$ cat src/rtl/mips_isa_pkg.sv
// Shared MIPS ISA encodings used by the decode-stage issue logic:
// opcode/funct values, stall cause codes, the IF/ID holding-state
// encoding and the decoded instruction class bundle.
package mips_isa_pkg;

    // Primary opcodes (instr[31:26])
    localparam logic [5:0] OP_RTYPE = 6'h00;
    localparam logic [5:0] OP_J     = 6'h02;
    localparam logic [5:0] OP_JAL   = 6'h03;
    localparam logic [5:0] OP_BEQ   = 6'h04;
    localparam logic [5:0] OP_BNE   = 6'h05;
    localparam logic [5:0] OP_LB    = 6'h20;
    localparam logic [5:0] OP_LH    = 6'h21;
    localparam logic [5:0] OP_LW    = 6'h23;
    localparam logic [5:0] OP_LBU   = 6'h24;
    localparam logic [5:0] OP_LHU   = 6'h25;
    localparam logic [5:0] OP_SB    = 6'h28;
    localparam logic [5:0] OP_SH    = 6'h29;
    localparam logic [5:0] OP_SW    = 6'h2B;

    // R-type funct codes (instr[5:0]) that touch the HI/LO unit
    localparam logic [5:0] FN_MFHI  = 6'h10;
    localparam logic [5:0] FN_MFLO  = 6'h12;
    localparam logic [5:0] FN_MULT  = 6'h18;
    localparam logic [5:0] FN_MULTU = 6'h19;
    localparam logic [5:0] FN_DIV   = 6'h1A;
    localparam logic [5:0] FN_DIVU  = 6'h1B;

    // Reason the held instruction is not issuing
    typedef enum logic [1:0] {
        STALL_NONE         = 2'd0,
        STALL_LOAD_USE     = 2'd1,
        STALL_MULDIV       = 2'd2,
        STALL_BACKPRESSURE = 2'd3
    } stall_cause_t;

    // IF/ID register occupancy
    typedef enum logic {
        HOLD_EMPTY = 1'b0,
        HOLD_FULL  = 1'b1
    } hold_state_t;

    // Decoded class bits of the held instruction
    typedef struct packed {
        logic is_load;     // any load opcode
        logic reads_rs;    // rs is a source register
        logic reads_rt;    // rt is a source register
        logic is_md_op;    // MULT/MULTU/DIV/DIVU, starts the md unit
        logic reads_hilo;  // MFHI/MFLO, consumes the md result
    } instr_class_t;

    // True for the funct codes that start a multiply/divide
    function automatic logic is_md_funct(input logic [5:0] f);
        return (f == FN_MULT) || (f == FN_MULTU) || (f == FN_DIV) || (f == FN_DIVU);
    endfunction

endpackage

$ cat src/rtl/hazard_detect.sv
// Combinational hazard detection for the instruction held in IF/ID.
// Classifies the instruction and flags load-use and multiply/divide
// busy hazards against the previously issued instruction state.
module hazard_detect
    import mips_isa_pkg::*;
(
    input  logic [31:0]  instr,
    input  logic         prev_load,
    input  logic [4:0]   prev_rt,
    input  logic         md_busy,
    output logic         load_hz,
    output logic         md_hz,
    output instr_class_t cls
);

    logic [5:0] opcode;
    logic [4:0] rs;
    logic [4:0] rt;
    logic [5:0] funct;

    assign opcode = instr[31:26];
    assign rs     = instr[25:21];
    assign rt     = instr[20:16];
    assign funct  = instr[5:0];

    // rd/shamt do not participate in issue decisions
    logic unused_instr_bits;
    assign unused_instr_bits = ^instr[15:6];

    // Classify the held instruction and evaluate both data hazards
    always_comb begin
        cls     = '0;
        load_hz = 1'b0;
        md_hz   = 1'b0;

        cls.is_load    = (opcode == OP_LB) || (opcode == OP_LH) || (opcode == OP_LW) ||
                         (opcode == OP_LBU) || (opcode == OP_LHU);
        cls.reads_rs   = !((opcode == OP_J) || (opcode == OP_JAL));
        cls.reads_rt   = (opcode == OP_RTYPE) || (opcode == OP_BEQ) || (opcode == OP_BNE) ||
                         (opcode == OP_SB) || (opcode == OP_SH) || (opcode == OP_SW);
        cls.is_md_op   = (opcode == OP_RTYPE) && is_md_funct(funct);
        cls.reads_hilo = (opcode == OP_RTYPE) && ((funct == FN_MFHI) || (funct == FN_MFLO));

        // $0 is hardwired, so a load targeting it never creates a dependency
        load_hz = prev_load && (prev_rt != 5'd0) &&
                  ((cls.reads_rs && (rs == prev_rt)) || (cls.reads_rt && (rt == prev_rt)));

        // Anything that touches HI/LO waits for the md unit to drain
        md_hz = md_busy && (cls.is_md_op || cls.reads_hilo);
    end

endmodule

$ cat src/rtl/decode_issue_ctrl.sv
// Decode-stage issue controller. Holds the IF/ID register and decides
// each cycle whether the held instruction issues, inserting a bubble on
// load-use, waiting on the multiply/divide unit, honouring EX
// backpressure and dropping the entry on a branch flush.
//
// Handshake: a transfer happens on a rising edge where valid && ready.
// Upstream, if_ready never depends on if_valid. Downstream, id_valid is
// raised independently of id_ready and, once raised, stays raised with
// id_instr stable until id_ready accepts it (only flush may withdraw it).
module decode_issue_ctrl
    import mips_isa_pkg::*;
#(
    parameter int MD_CYCLES = 32
) (
    input  logic                           clk,
    input  logic                           rst,
    input  logic                           if_valid,
    input  logic [31:0]                    if_instr,
    output logic                           if_ready,
    output logic                           id_valid,
    output logic [31:0]                    id_instr,
    input  logic                           id_ready,
    input  logic                           flush,
    output logic [1:0]                     stall_cause,
    output hold_state_t                    dbg_state,
    output logic [$clog2(MD_CYCLES+1)-1:0] dbg_md_cnt
);

    localparam int CW = $clog2(MD_CYCLES + 1);

    hold_state_t  state_q;
    hold_state_t  state_d;
    logic [31:0]  instr_q;
    logic         prev_load_q;
    logic [4:0]   prev_rt_q;
    logic [CW-1:0] md_cnt_q;

    logic         hold_valid;
    logic         issue;
    logic         fetch_xfer;
    logic         load_hz;
    logic         md_hz;
    instr_class_t cls;

    assign hold_valid = (state_q == HOLD_FULL);
    assign id_instr   = instr_q;
    assign dbg_state  = state_q;
    assign dbg_md_cnt = md_cnt_q;

    hazard_detect u_hazard_detect (
        .instr     (instr_q),
        .prev_load (prev_load_q),
        .prev_rt   (prev_rt_q),
        .md_busy   (md_cnt_q != '0),
        .load_hz   (load_hz),
        .md_hz     (md_hz),
        .cls       (cls)
    );

    // Source-register and HI/LO class bits are consumed inside hazard_detect
    logic unused_cls_bits;
    assign unused_cls_bits = cls.reads_rs ^ cls.reads_rt ^ cls.reads_hilo;

    // Occupancy state register
    always_ff @(posedge clk or posedge rst) begin
        if (rst) begin
            state_q <= HOLD_EMPTY;
        end else begin
            state_q <= state_d;
        end
    end

    // Occupancy next state: fill on transfer, drain on issue without refill or flush
    always_comb begin
        state_d = state_q;
        case (state_q)
            HOLD_EMPTY: begin
                if (fetch_xfer) state_d = HOLD_FULL;
            end
            HOLD_FULL: begin
                if (flush)                     state_d = HOLD_EMPTY;
                else if (issue && !fetch_xfer) state_d = HOLD_EMPTY;
                else                           state_d = HOLD_FULL;
            end
            default: state_d = HOLD_EMPTY;
        endcase
    end

    // Handshake outputs and stall cause; flush outranks every hazard
    always_comb begin
        id_valid    = hold_valid & ~load_hz & ~md_hz & ~flush;
        issue       = id_valid & id_ready;
        if_ready    = ~hold_valid | issue | flush;
        fetch_xfer  = if_valid & if_ready & ~flush;
        stall_cause = STALL_NONE;
        if (hold_valid && !flush) begin
            if (load_hz)        stall_cause = STALL_LOAD_USE;
            else if (md_hz)     stall_cause = STALL_MULDIV;
            else if (!id_ready) stall_cause = STALL_BACKPRESSURE;
        end
    end

    // IF/ID data register; keeps its last word when the entry drains
    always_ff @(posedge clk or posedge rst) begin
        if (rst) begin
            instr_q <= 32'h0;
        end else if (fetch_xfer) begin
            instr_q <= if_instr;
        end
    end

    // Record what issued this cycle; a bubble clears prev_load so load-use lasts one cycle
    always_ff @(posedge clk or posedge rst) begin
        if (rst) begin
            prev_load_q <= 1'b0;
            prev_rt_q   <= 5'd0;
        end else begin
            prev_load_q <= issue & cls.is_load;
            prev_rt_q   <= instr_q[20:16];
        end
    end

    // Multiply/divide busy counter; flush leaves it alone since the op already committed
    always_ff @(posedge clk or posedge rst) begin
        if (rst) begin
            md_cnt_q <= '0;
        end else if (issue && cls.is_md_op) begin
            md_cnt_q <= CW'(MD_CYCLES);
        end else if (md_cnt_q != '0) begin
            md_cnt_q <= md_cnt_q - CW'(1);
        end
    end

endmodule

$ cat config.mk
export PLATFORM = sky130hd
export DESIGN_NAME = decode_issue_ctrl
export DESIGN_NICKNAME = d
export VERILOG_FILES = /design/src/rtl/mips_isa_pkg.sv /design/src/rtl/hazard_detect.sv /design/src/rtl/decode_issue_ctrl.sv
export SDC_FILE = /design/constraint.sdc
export NUM_CORES = 1
export LEC_CHECK = 0
export CAP_MARGIN = 5
export CELL_PAD_IN_SITES_DETAIL_PLACEMENT = 0
export CELL_PAD_IN_SITES_GLOBAL_PLACEMENT = 1
export CORE_MARGIN = 4
export CORE_UTILIZATION = 36
export DETAILED_ROUTE_END_ITERATION = 10
export GPL_ROUTABILITY_DRIVEN = 0
export HOLD_SLACK_MARGIN = 0.08
export PLACE_DENSITY_LB_ADDON = 0.1
export REMOVE_ABC_BUFFERS = 1
export SLEW_MARGIN = 30
export SYNTH_ARGS = -nofsm -noshare
export SYNTH_HDL_FRONTEND = slang
export SYNTH_SLANG_ARGS = --single-unit
export TNS_END_PERCENT = 5
$ cat constraint.sdc
create_clock -name clk -period 3.7 [get_ports clk]
set_input_delay 0.555 -clock clk [delete_from_list [all_inputs] [get_ports clk]]
set_output_delay 0.555 -clock clk [all_outputs]
set_load 0.02 [all_outputs]
== Word level (Yosys, flattened, before mapping) ==
Cells that the tools add are included.

* RAM bits: 0
* Memories: 0
* Register bits after elaboration: 45
* Bits in read-only memories: 0
* Word-level logic and storage cells: 82
* Output and inout port bits: 43
* Latch bits: 0
* Input bits: 37

* Divide/modulo/power cells: 0
* Shifts and indexed selects: 0
* Equal/unequal tests: 20
* Bitwise logic cells: 13
* Order comparisons: 0
* Reduce and logical (&&, ||, !) cells: 33
* Mux-type cells: 10
* Add/subtract/negate cells: 1
* Multiply operators: 0

{| class="wikitable"
|+ Operators by type and width
! operator !! count
|-
| equality test 6 bit (second input constant) || 8
|-
| equality test 6 x 5 -> 1 bit (second input constant) || 6
|-
| logical OR 1 bit || 16
|-
| equality test 6 x 2 -> 1 bit (second input constant) || 2
|-
| equality test 6 x 3 -> 1 bit (second input constant) || 2
|-
| two-way mux 6 bit || 2
|-
| equality test 5 bit || 2
|-
| logical AND 1 bit || 10
|-
| two-way mux 2 bit || 4
|-
| AND 1 bit || 7
|-
| zero test 6 bit || 1
|-
| nonzero test 6 bit || 1
|-
| subtractor 6 x 1 -> 6 bit (second input constant) || 1
|-
| nonzero test 5 bit || 1
|-
| NOT 1 bit || 4
|-
| zero test 1 bit || 3
|-
| two-way mux 1 bit || 3
|-
| OR 1 bit || 2
|-
| case mux 1 bit (2 select lines) || 1
|-
| nonzero test 2 bit || 1
|}

== Depth between registers and ports, before layout ==
Gate-level depths: netlist of run 1.

* Depth after elaboration: 23
* Depth in mapped cells: 9
* Depth with buffers taken out: 7

== Hierarchy ==
Synthesis of run 1 repeated with hierarchy kept, for this count alone.

* Cells, all modules: 160
* Area, all modules: 2,030.7 sq um

{| class="wikitable"
|+ Modules (own cells, without submodules)
! module !! instances !! cells an instance !! area each (sq um) !! seq. area each (sq um)
|-
| decode_issue_ctrl || 1 || 124 || 1,789.2 || 1,126.1
|-
| hazard_detect || 1 || 36 || 241.5 || 0.0
|}

== Worst setup path before layout of run 1 ==
Ideal clock, no wire load.

* Path kind: reg2reg
* From: register md_cnt_q[0] (netlist: dbg_md_cnt[0])
* To: register instr_q[0] (netlist: id_instr[0])
* Arrival: 2.459 ns
* Clock period less this slack: 2.584 ns
* Required time: 3.575 ns
* Library setup time: 0.125 ns
* Cell stages (with the launch flop): 10
* Slack: 1.116 ns
* Path buffers: 2
* Cell sequence: dfrtp_1 > inv_1 > ha_1 > and3b_1 > clkbuf_1 > o32a_1 > o211a_1 > nor3b_4 > buf_6 > mux2_2

* Cells in the longest elaborated chain, start to end: 10

{| class="wikitable"
|+ RTL lines
! element !! line !! text
|-
| start, declared || decode_issue_ctrl.sv:36 || <nowiki>logic [CW-1:0] md_cnt_q;</nowiki>
|-
| start signal, assigned || decode_issue_ctrl.sv:128 || <nowiki>md_cnt_q <= CW'(MD_CYCLES);</nowiki>
|-
| start signal, assigned || decode_issue_ctrl.sv:130 || <nowiki>md_cnt_q <= md_cnt_q - CW'(1);</nowiki>
|-
| nonzero test 6 bit || decode_issue_ctrl.sv:54 || <nowiki>.md_busy (md_cnt_q != '0),</nowiki>
|-
| logical AND 1 bit || hazard_detect.sv:49 || <nowiki>md_hz = md_busy && (cls.is_md_op || cls.reads_hilo);</nowiki>
|-
| NOT 1 bit || decode_issue_ctrl.sv:91 || <nowiki>id_valid = hold_valid & ~load_hz & ~md_hz & ~flush;</nowiki>
|-
| AND 1 bit (2 in a row) || decode_issue_ctrl.sv:91 ||
|-
| AND 1 bit || decode_issue_ctrl.sv:92 || <nowiki>issue = id_valid & id_ready;</nowiki>
|-
| OR 1 bit (2 in a row) || decode_issue_ctrl.sv:93 || <nowiki>if_ready = ~hold_valid | issue | flush;</nowiki>
|-
| named net if_ready || decode_issue_ctrl.sv:19 || <nowiki>output logic if_ready,</nowiki>
|-
| AND 1 bit (2 in a row) || decode_issue_ctrl.sv:94 || <nowiki>fetch_xfer = if_valid & if_ready & ~flush;</nowiki>
|-
| end signal, assigned || decode_issue_ctrl.sv:108 || <nowiki>instr_q <= if_instr;</nowiki>
|-
| end, declared || decode_issue_ctrl.sv:33 || <nowiki>logic [31:0] instr_q;</nowiki>
|}

The timed path passes the listed nets, and every way through them passes these cells.
A chain may end at the register's enable or synchronous reset.

== Final worst setup path of run 1 ==
* From: register instr_q[29] (netlist: id_instr[29])
* To: output stall_cause[0]

* Cells in the longest elaborated chain, start to end: 11
* Elaborated cells on any way between the ends: 26
* Those cells by class: eq/ne (7); mux (3); reduce/logical (16)

{| class="wikitable"
|+ RTL lines
! element !! line !! text
|-
| equality test 6 x 3 -> 1 bit or zero test 6 bit (tied branches) || hazard_detect.sv:39, hazard_detect.sv:41, hazard_detect.sv:42 ||
|-
| logical OR 1 bit (3 in a row) || hazard_detect.sv:39 || <nowiki>cls.reads_rt = (opcode == OP_RTYPE) || (opcode == OP_BEQ) || (opcode == OP_BNE) ||</nowiki>
|-
| logical OR 1 bit (2 in a row) || hazard_detect.sv:40 || <nowiki>(opcode == OP_SB) || (opcode == OP_SH) || (opcode == OP_SW);</nowiki>
|-
| logical AND 1 bit || hazard_detect.sv:46 || <nowiki>((cls.reads_rs && (rs == prev_rt)) || (cls.reads_rt && (rt == prev_rt)));</nowiki>
|-
| logical OR 1 bit || hazard_detect.sv:46 ||
|-
| logical AND 1 bit || hazard_detect.sv:45 || <nowiki>load_hz = prev_load && (prev_rt != 5'd0) &&</nowiki>
|-
| two-way mux 2 bit * || decode_issue_ctrl.sv:97 || <nowiki>if (load_hz) stall_cause = STALL_LOAD_USE;</nowiki>
|-
| two-way mux 2 bit * || decode_issue_ctrl.sv:96 || <nowiki>if (hold_valid && !flush) begin</nowiki>
|-
| end, declared || decode_issue_ctrl.sv:24 || <nowiki>output logic [1:0] stall_cause,</nowiki>
|}

Every way passes the cells marked *; elsewhere a longest branch is shown, timed or not.

==> results_dict.tcl, run 1 <==
set metrics [dict create \
    ir_drop_mv 0.249 \
    setup_violations 0 \
    reg2reg_slack_ps 1110 \
    crit_slowest_cell "a2111oi_0" \
    pin_count 80 \
    cts_setup_buffers 0 \
    fmax_mhz 315 \
    worstSkewPairLatency_ps 290 \
    cp.required_ps 3140 \
    p_per_area_nw_per_um2 534 \
    critical_path_class "flop to output pin" \
    async_flop_share 1.00 \
    p_int_mw 1.04 \
    synth_seq_cells 45 \
    max_stage_delay_ps 700 \
    design.core.area_sq_um 5470 \
    syn_to_final_growth_pct 45.6 \
    dp_hpwl_um 3580 \
    crit_family "compound AO/OA/AOI/OAI gates" \
    grtUsageTotal 0.142 \
    tightest_slew_ps 766 \
    place_ws_ps 722 \
    seq_power_share 0.441 \
    yosys.area_share.simple 0.124 \
    slew_headroom 0.489 \
    routed_wirelength_um 4620 \
    cap_violations 0 \
    clkSinkCount 45 \
    synth_seq_area_share 0.555 \
    leakage_nw 1.20 \
    cts.hold.buffers_added 0 \
    fin_crit_ps 3170 \
    total_power_mw 1.58 \
    drt_first_pass_iters 4 \
    critPathCaptureType "output pin" \
    synth_edf_count 0 \
    post_dp_cell_area_sq_um 2880 \
    syn_area_per_cell_sq_um 12.8 \
    antenna_cells 0 \
    period_share 0.857 \
    die_area_sq_um 6900 \
    io_buffers 79 \
    tns_ps 0 \
    crit_arrival_ps 2620 \
    min_path_type "flop to flop" \
    synth_xor_area_frac 0.0475 \
    switching_share 0.338 \
    grt_pass1_wl_um 8030 \
    maxSlewViolCount 0 \
    rsz0062_at_grt "no" \
    viasPerCell 4.86 \
    hold_ws_ps 451 \
    setup_ws_ps 529 \
    grt_overflow 0 \
    ant_nets 0 \
    htree_levels 2 \
    ctsLongestPathBuffers 2 \
    clkTransAtPathRegs_ps 80 \
    synth.distinct_cells 36 \
    synth_top_family_by_area "multiplexers" \
    design_area_sq_um 2960 \
    grt_start_max_net_pins 46 \
    cp_max_fo 6 \
    cts_root_buffer "clkbuf_8" \
    fin_nets 279 \
    synth_area_sq_um 2030 \
    drc_errors 0 \
    cts_buffers 5 \
    syn_inst 158 \
    skew_ps 5.68 \
    die_x_um 83.1 \
    cp_cell_sequence "nor4_1 -> a2111oi_0 -> nand3_1 -> o21a_1 -> o21ai_0 -> clkdlybuf4s50_1" \
    ctsResizeCount 0 \
    vias 1516 \
    switching_power_uw 533 \
    status "finished clean" \
    hold_violations 0 \
    rows 27 \
    yosys_warnings 0 \
    path_buf_inv 1 \
    pwr-share-comb 0.385 \
    ys.flop_type "dfrtp_1" \
    cts_tree "done" \
    power_frac_clock 0.174 \
    start_kind "flop" \
    die_h_um 83.1 \
    avgRoutedWirePerCell_um 14.8 \
    grt_pass1_vias 1672 \
    drtIter0Drc 64 \
    synthAdderAreaFrac 0.00617 \
    synthMuxAreaShare 0.182 \
    start_util 0.371 \
    drive_gt1_frac 0.183 \
    antenna_found_initial 0 \
    synth_compound_area_frac 0.0573 \
]
layer usage:
layer / GRT usage / wire (um)
met5: 0 / 0
met2: 0.236 / 2270
met1: 0.172 / 1930
met4: 0.0312 / 51
met3: 0.0575 / 370
path summary, 6_finish.rpt:
path                         startpoint        endpoint  depth (start not counted)
min in group asynchronous           rst    id_instr[15]                          2
setup / recovery           id_instr[29]  stall_cause[0]                          6
max in group asynchronous           rst       dbg_state                          2
hold reg to reg            id_instr[19]    prev_rt_q[3]                          0
setup reg to reg           prev_rt_q[1]    id_instr[20]                          7
hold / removal             id_instr[19]    prev_rt_q[3]                          0
power by group through the flow:
stage | Sequential [mW] | Combinational (mW) | Clock, mW
after floorplan | 0.801 | 0.227 | 0
after global placement | 0.700 | 0.599 | 0
after detailed placement | 0.708 | 0.615 | 0
after CTS | 0.699 | 0.618 | 0.287
after global routing | 0.717 | 0.662 | 0.307
final | 0.695 | 0.607 | 0.274
synthesized netlist by cell type (2+ instances only):
library cell,number,share of area
inv_1,5,0.0092
nor3_1,5,0.012
or3_1,2,0.0062
buf_6,3,0.017
nor2b_1,4,0.012
nand2_1,6,0.011
nor4_1,2,0.0062
nand2b_1,3,0.0092
o21ai_0,4,0.0099
xnor2_1,5,0.022
nand3b_1,2,0.0074
dfrtp_1,45,0.55
mux2_2,32,0.18
xor2_1,6,0.026
o211a_1,2,0.0099
o21a_1,2,0.0074
nand3_1,2,0.0049
nor2_1,10,0.018
cells in the final DEF, fill, tap and decap left out:
master           instances
nand3b_1                 2
a2bb2oi_1                1
o211a_1                  2
nor2b_1                  4
nor3b_4                  1
mux2_2                  32
or3_1                    2
nor3_1                   5
nand3_1                  2
dfrtp_1                 45
o31ai_1                  1
o2111ai_1                1
nor4_1                   2
or3b_2                   1
mux2i_1                  1
and3b_1                  1
o21ai_1                  1
a21o_1                   1
nand4_1                  1
a21oi_1                  1
buf_4                    1
nand2_1                  6
nor3_2                   1
xor2_1                   6
o21ai_0                  4
nand2b_1                 3
nor4b_1                  1
clkinv_2                 2
o21a_1                   2
a2111oi_0                1
or4_4                    1
ha_1                     1
inv_1                    4
clkbuf_8                 5
clkdlybuf4s50_1         79
xnor2_1                  5
nor2_1                  10
o32a_1                   1
cell families (layout without fill, tap and decap cells):
family	after synthesis	after routing
AO/OA/AOI/OAI	16	16
adder cells (fa/ha/maj)	1	1
buffers and inverters	9	91
XOR/XNOR	11	11
flip-flops	45	45
multiplexers	33	33
AND/OR/NAND/NOR	43	43
stage by stage:
step	instances	utilization
2_1_floorplan	154	-
3_3_place_gp	306	0.526
3_5_place_dp	306	0.526
4_1_cts	312	0.540
5_1_grt	312	0.540
6_report	312	0.540
flip-flops by register name, indices dropped and copies added, names as in the netlist:
register     count
id_instr        32
dbg_md_cnt       6
prev_rt_q        5
dbg_state        1
prev_load_q      1
final cells by class:
cell class                 count  area, sq um
clock buffer                   5         68.8
clock inverter                 1         5.00
fill                         480         2520
inverter                       5         20.0
multi-input combinational    104          847
sequential                    45         1130
tap                           72         90.1
timing repair buffer          80          798
No activity file was read; power rests on OpenSTA's default activity.
==> inputs of run 2 (changes only) <==
--- a/config.mk
+++ b/config.mk
@@ -12,6 +12,7 @@
 export CORE_UTILIZATION = 36
 export DETAILED_ROUTE_END_ITERATION = 10
 export GPL_ROUTABILITY_DRIVEN = 0
+export GPL_TIMING_DRIVEN = 0
 export HOLD_SLACK_MARGIN = 0.08
 export PLACE_DENSITY_LB_ADDON = 0.1
 export REMOVE_ABC_BUFFERS = 1
==> run 2 against run 1 <==
Sequential power barely moved. Critical path depth did not move. Combinational power barely moved. Clock-buffer cell count grew 2. Worst setup slack improved by 88 ps. Wire length grew 0.48%. Final cell count is 1.3% higher. Power increased by 6.7%. Sequential cell count is the same.
==> results_dict.tcl, run 2 (synthesis results as in run 1) <==
set metrics [dict create \
    status "finished clean" \
    p_per_area_nw_per_um2 554 \
    setup_violations 0 \
    design_area_sq_um 3040 \
    critical_path_class "flop to output pin" \
    setup_ws_ps 617 \
    fmax_mhz 324 \
    finalNonFillerCells 316 \
    maxSlewViolCount 0 \
    io_buffers 79 \
    start_util 0.371 \
    cts_root_buffer "clkbuf_8" \
    ir_drop_mv 0.266 \
    antenna_found_initial 0 \
    fin_crit_ps 3080 \
    grt_pass1_vias 1652 \
    ant_nets 0 \
    tightest_slew_ps 610 \
    pin_count 80 \
    fin_nets 281 \
    ctsLongestPathBuffers 2 \
    reg2reg_slack_ps 950 \
    largest_reg_flops 32 \
    drt_first_pass_iters 3 \
    leakage_nw 1.23 \
    grtUsageTotal 0.139 \
    ctsResizeCount 0 \
    total_power_mw 1.68 \
    utilization 0.555 \
    skew_ps 10.1 \
    power_frac_clock 0.224 \
    die_x_um 83.1 \
    clkSinkCount 45 \
    grt_pass1_wl_um 7940 \
    worstSkewPairLatency_ps 290 \
    switching_share 0.321 \
    slew_headroom 0.583 \
    syn_to_final_growth_pct 49.6 \
    cp_max_fo 5 \
    dpl.cell_count 308 \
    cts_tree "done" \
    cp-endpoint "id_valid" \
    grt_start_max_net_pins 32 \
    routed_wirelength_um 4640 \
    cts_setup_buffers 0 \
    drive_gt1_frac 0.193 \
    drc_errors 0 \
    min_path_type "flop to flop" \
    cts_buffers 5 \
    pwr-share-comb 0.362 \
    final_common_cell "clkdlybuf4s50_1" \
    hold_ws_ps 456 \
    design.core.area_sq_um 5470 \
    die_area_sq_um 6900 \
    vias 1521 \
    antenna_cells 0 \
    drtIter0Drc 21 \
    crit_arrival_ps 2530 \
    rows 27 \
    switching_power_uw 540 \
    tns_ps 0 \
    r2r_end "id_instr[7]" \
    post_dp_cell_area_sq_um 2920 \
    rsz0062_at_grt "no" \
    die_h_um 83.1 \
    dp_hpwl_um 3710 \
    p_int_mw 1.14 \
    cap_violations 0 \
    reg2regPathDepth 9 \
    critPathCaptureType "output pin" \
    period_share 0.833 \
    cp.required_ps 3140 \
    clkTransAtPathRegs_ps 90 \
    avgRoutedWirePerCell_um 14.7 \
    seq_power_share 0.414 \
    cts.hold.buffers_added 0 \
    htree_levels 2 \
    r2r_start "dbg_md_cnt[0]" \
    viasPerCell 4.81 \
    final_cell_mix "clkdlybuf4s50_1, dfrtp_1, mux2_2, nor2_1" \
    start_kind "flop" \
    grt_overflow 0 \
    place_ws_ps 684 \
    crit_start "id_instr[28]" \
    hold_violations 0 \
]
## run 2: layout make-up
cell class | count | area [sq um]
Multi-Input combinational cell | 104 | 847
Fill cell | 474 | 2440
Clock buffer | 7 | 86.3
Tap cell | 72 | 90.1
Inverter | 5 | 18.8
Clock inverter | 1 | 30.0
Sequential cell | 45 | 1130
Timing Repair Buffer | 82 | 837
## run 2: power by group through the flow
stage | Sequential [mW] | Clock [mW] | Combinational, mW
5_1_grt | 0.717 | 0.413 | 0.657
3_3_place_gp | 0.700 | 0 | 0.597
4_1_cts | 0.700 | 0.391 | 0.619
3_5_place_dp | 0.710 | 0 | 0.616
2_1_floorplan | 0.801 | 0 | 0.227
6_report | 0.697 | 0.378 | 0.608
## run 2: worst max-delay path: stages (launching register included)
cell and delay (ps):
dfrtp_1 440, nor4_1 450, a2111oi_0 230, a2bb2oi_1 250
nor2_1 110, nor2_1 140, clkdlybuf4s50_1 620
## run 2: worst min-delay path by stage
| stage | start | end | cells after the start |
|---|---|---|---|
| finish | id_instr[19] | prev_rt_q[3] | 0 |
| global route | id_instr[16] | prev_rt_q[0] | 0 |
| CTS | id_instr[19] | prev_rt_q[3] | 0 |
| detailed placement | id_instr[19] | prev_rt_q[3] | 0 |
| global placement | id_instr[18] | prev_rt_q[2] | 0 |
| floorplan | id_instr[19] | prev_rt_q[3] | 0 |
## run 2: layer usage
| metal | wire [um] | vias to the layer above | GRT usage |
|---|---|---|---|
| li1 | - | 730 | - |
| met1 | 1940 | 728 | 0.169 |
| met2 | 2250 | 53 | 0.223 |
| met3 | 365 | 10 | 0.0556 |
| met4 | 87 | 0 | 0.0490 |
| met5 | 0 | - | 0 |
==> inputs of run 3 (changes only) <==
--- a/config.mk
+++ b/config.mk
@@ -9,7 +9,7 @@
 export CELL_PAD_IN_SITES_DETAIL_PLACEMENT = 0
 export CELL_PAD_IN_SITES_GLOBAL_PLACEMENT = 1
 export CORE_MARGIN = 4
-export CORE_UTILIZATION = 36
+export CORE_UTILIZATION = 33
 export DETAILED_ROUTE_END_ITERATION = 10
 export GPL_ROUTABILITY_DRIVEN = 0
 export GPL_TIMING_DRIVEN = 0
==> constraint.sdc (replaced) <==
create_clock -name clk -period 2.89 [get_ports clk]
set_input_delay 0.4335 -clock clk [delete_from_list [all_inputs] [get_ports clk]]
set_output_delay 0.4335 -clock clk [all_outputs]
set_load 0.02 [all_outputs]
==> run 3 against run 2 <==
Global-route usage down 0.65 points. Clock power down 3%. Clock skew down 3.8 ps. Power up 23%. Sequential cell count unchanged. Worst setup slack worse by 410 ps. Sequential share of layout area down 0.36 points. Utilization down 4.0 points. Combinational power up 31%.
==> results_dict.tcl, run 3 (synthesis results as in run 1) <==
set metrics [dict create \
    die_h_um 86.4 \
    cts.hold.buffers_added 0 \
    grt_overflow 0 \
    period_share 0.927 \
    design.core.area_sq_um 5960 \
    rows 28 \
    routed_wirelength_um 4780 \
    total_power_mw 2.06 \
    use_met2 0.239 \
    final_cell_mix "clkdlybuf4s50_1, dfrtp_1, mux2_2, nor2_1" \
    start_util 0.341 \
    clkTransAtPathRegs_ps 80 \
    status "finished clean" \
    critPathCaptureType "flop" \
    grt_most_used_layer "met2" \
    skew_ps 6.24 \
    cap_violations 0 \
    ant_nets 0 \
    htree_levels 2 \
    io_buffers 79 \
    maxSlewViolCount 0 \
    use_met3 0.0371 \
    drc_errors 0 \
    start_kind "flop" \
    drive_gt1_frac 0.225 \
    syn_to_final_growth_pct 51.0 \
    fmax_mhz 373 \
    place_ws_ps 67.1 \
    setup_violations 0 \
    post_dp_cell_area_sq_um 2920 \
    fin_nets 281 \
    die_area_sq_um 7470 \
    fin_crit_ps 2680 \
    rsz0062_at_grt "no" \
    grt_pass1_wl_um 7850 \
    tightest_slew_ps 496 \
    cts_tree "done" \
    final_common_cell "clkdlybuf4s50_1" \
    dp_hpwl_um 3810 \
    slew_headroom 0.669 \
    cts_root_buffer "clkbuf_8" \
    die_x_um 86.4 \
    antenna_found_initial 0 \
    design_area_sq_um 3070 \
    clkSinkCount 45 \
    cts_buffers 5 \
    cp_max_fo 15 \
    viasPerCell 4.72 \
    setup_ws_ps 212 \
    cp.required_ps 3060 \
    grt_start_max_net_pins 25 \
    antenna_cells 0 \
    vias 1507 \
    grt_pass1_vias 1649 \
    hold_violations 0 \
    drtIter0Drc 65 \
    leakage_nw 1.28 \
    largest_reg_flops 32 \
    crit_arrival_ps 2850 \
    grtUsageTotal 0.132 \
    worstSkewPairLatency_ps 290 \
    avgRoutedWirePerCell_um 15.0 \
    critical_path_class "flop to flop" \
    use_met1 0.156 \
    ctsLongestPathBuffers 2 \
    p_per_area_nw_per_um2 673 \
    drt_first_pass_iters 4 \
    ir_drop_mv 0.324 \
    pin_count 80 \
    min_path_type "flop to flop" \
]
## run 3: where the power goes
part           internal, mW  switching [mW]
Combinational         0.431           0.367
Sequential            0.759           0.141
Clock                 0.168           0.198
## run 3: through the flow
| stage | TNS [ps] | hold slack, ps | std cells | utilization |
|---|---|---|---|---|
| 6_report | 0 | 445 | 319 | 0.515 |
| 5_1_grt | 0 | 452 | 319 | 0.515 |
| 4_1_cts | -27.2 | 448 | 319 | 0.508 |
| 3_5_place_dp | 0 | 428 | 311 | 0.491 |
| 3_3_place_gp | -14310 | 427 | 308 | 0.483 |
| 2_1_floorplan | -3470 | 543 | 154 | - |
## run 3: timing repair
action / 4_1_cts / 5_1_grt
endpoints found under the setup margin: 4 / 4
gates resized for setup: 5 / 10
endpoints found under the hold margin: 0 / 0
setup buffers: 0 / 0
pin swaps: 0 / 1
## run 3: worst paths after layout
kind,from,to,slack [ps],depth (start not counted)
max in group asynchronous,rst,id_instr[31],1910,3
hold reg to reg,id_instr[17],prev_rt_q[1],440,0
hold / removal,id_instr[17],prev_rt_q[1],440,0
setup / recovery,prev_rt_q[1],id_instr[10],210,7
setup reg to reg,prev_rt_q[1],id_instr[10],210,7
min in group asynchronous,rst,id_instr[20],490,2
## run 3: metal layers
metal / wire (um) / share of wire / up-vias
met2: 2450 / 0.51 / 46
met4: 24 / 0.0050 / 0
li1: - / - / 725
met5: 0 / 0 / -
met1: 1970 / 0.41 / 734
met3: 332 / 0.069 / 2
## run 3: cell type report
cell class / instances / area, sq um
clock buffer: 6 / 72.6
fill: 538 / 2890
multi-input combinational: 104 / 897
inverter: 5 / 18.8
sequential: 45 / 1130
timing repair buffer: 82 / 847
tap: 75 / 93.8
clock inverter: 2 / 10.0
## run 3: worst max-delay path, stage by stage (launching register included)
cell and delay (ps):
dfrtp_1 420, or4_4 550, o211a_1 230, o21ai_1 120, o211a_1 220, nor3b_4 420
buf_6 240, mux2_2 350
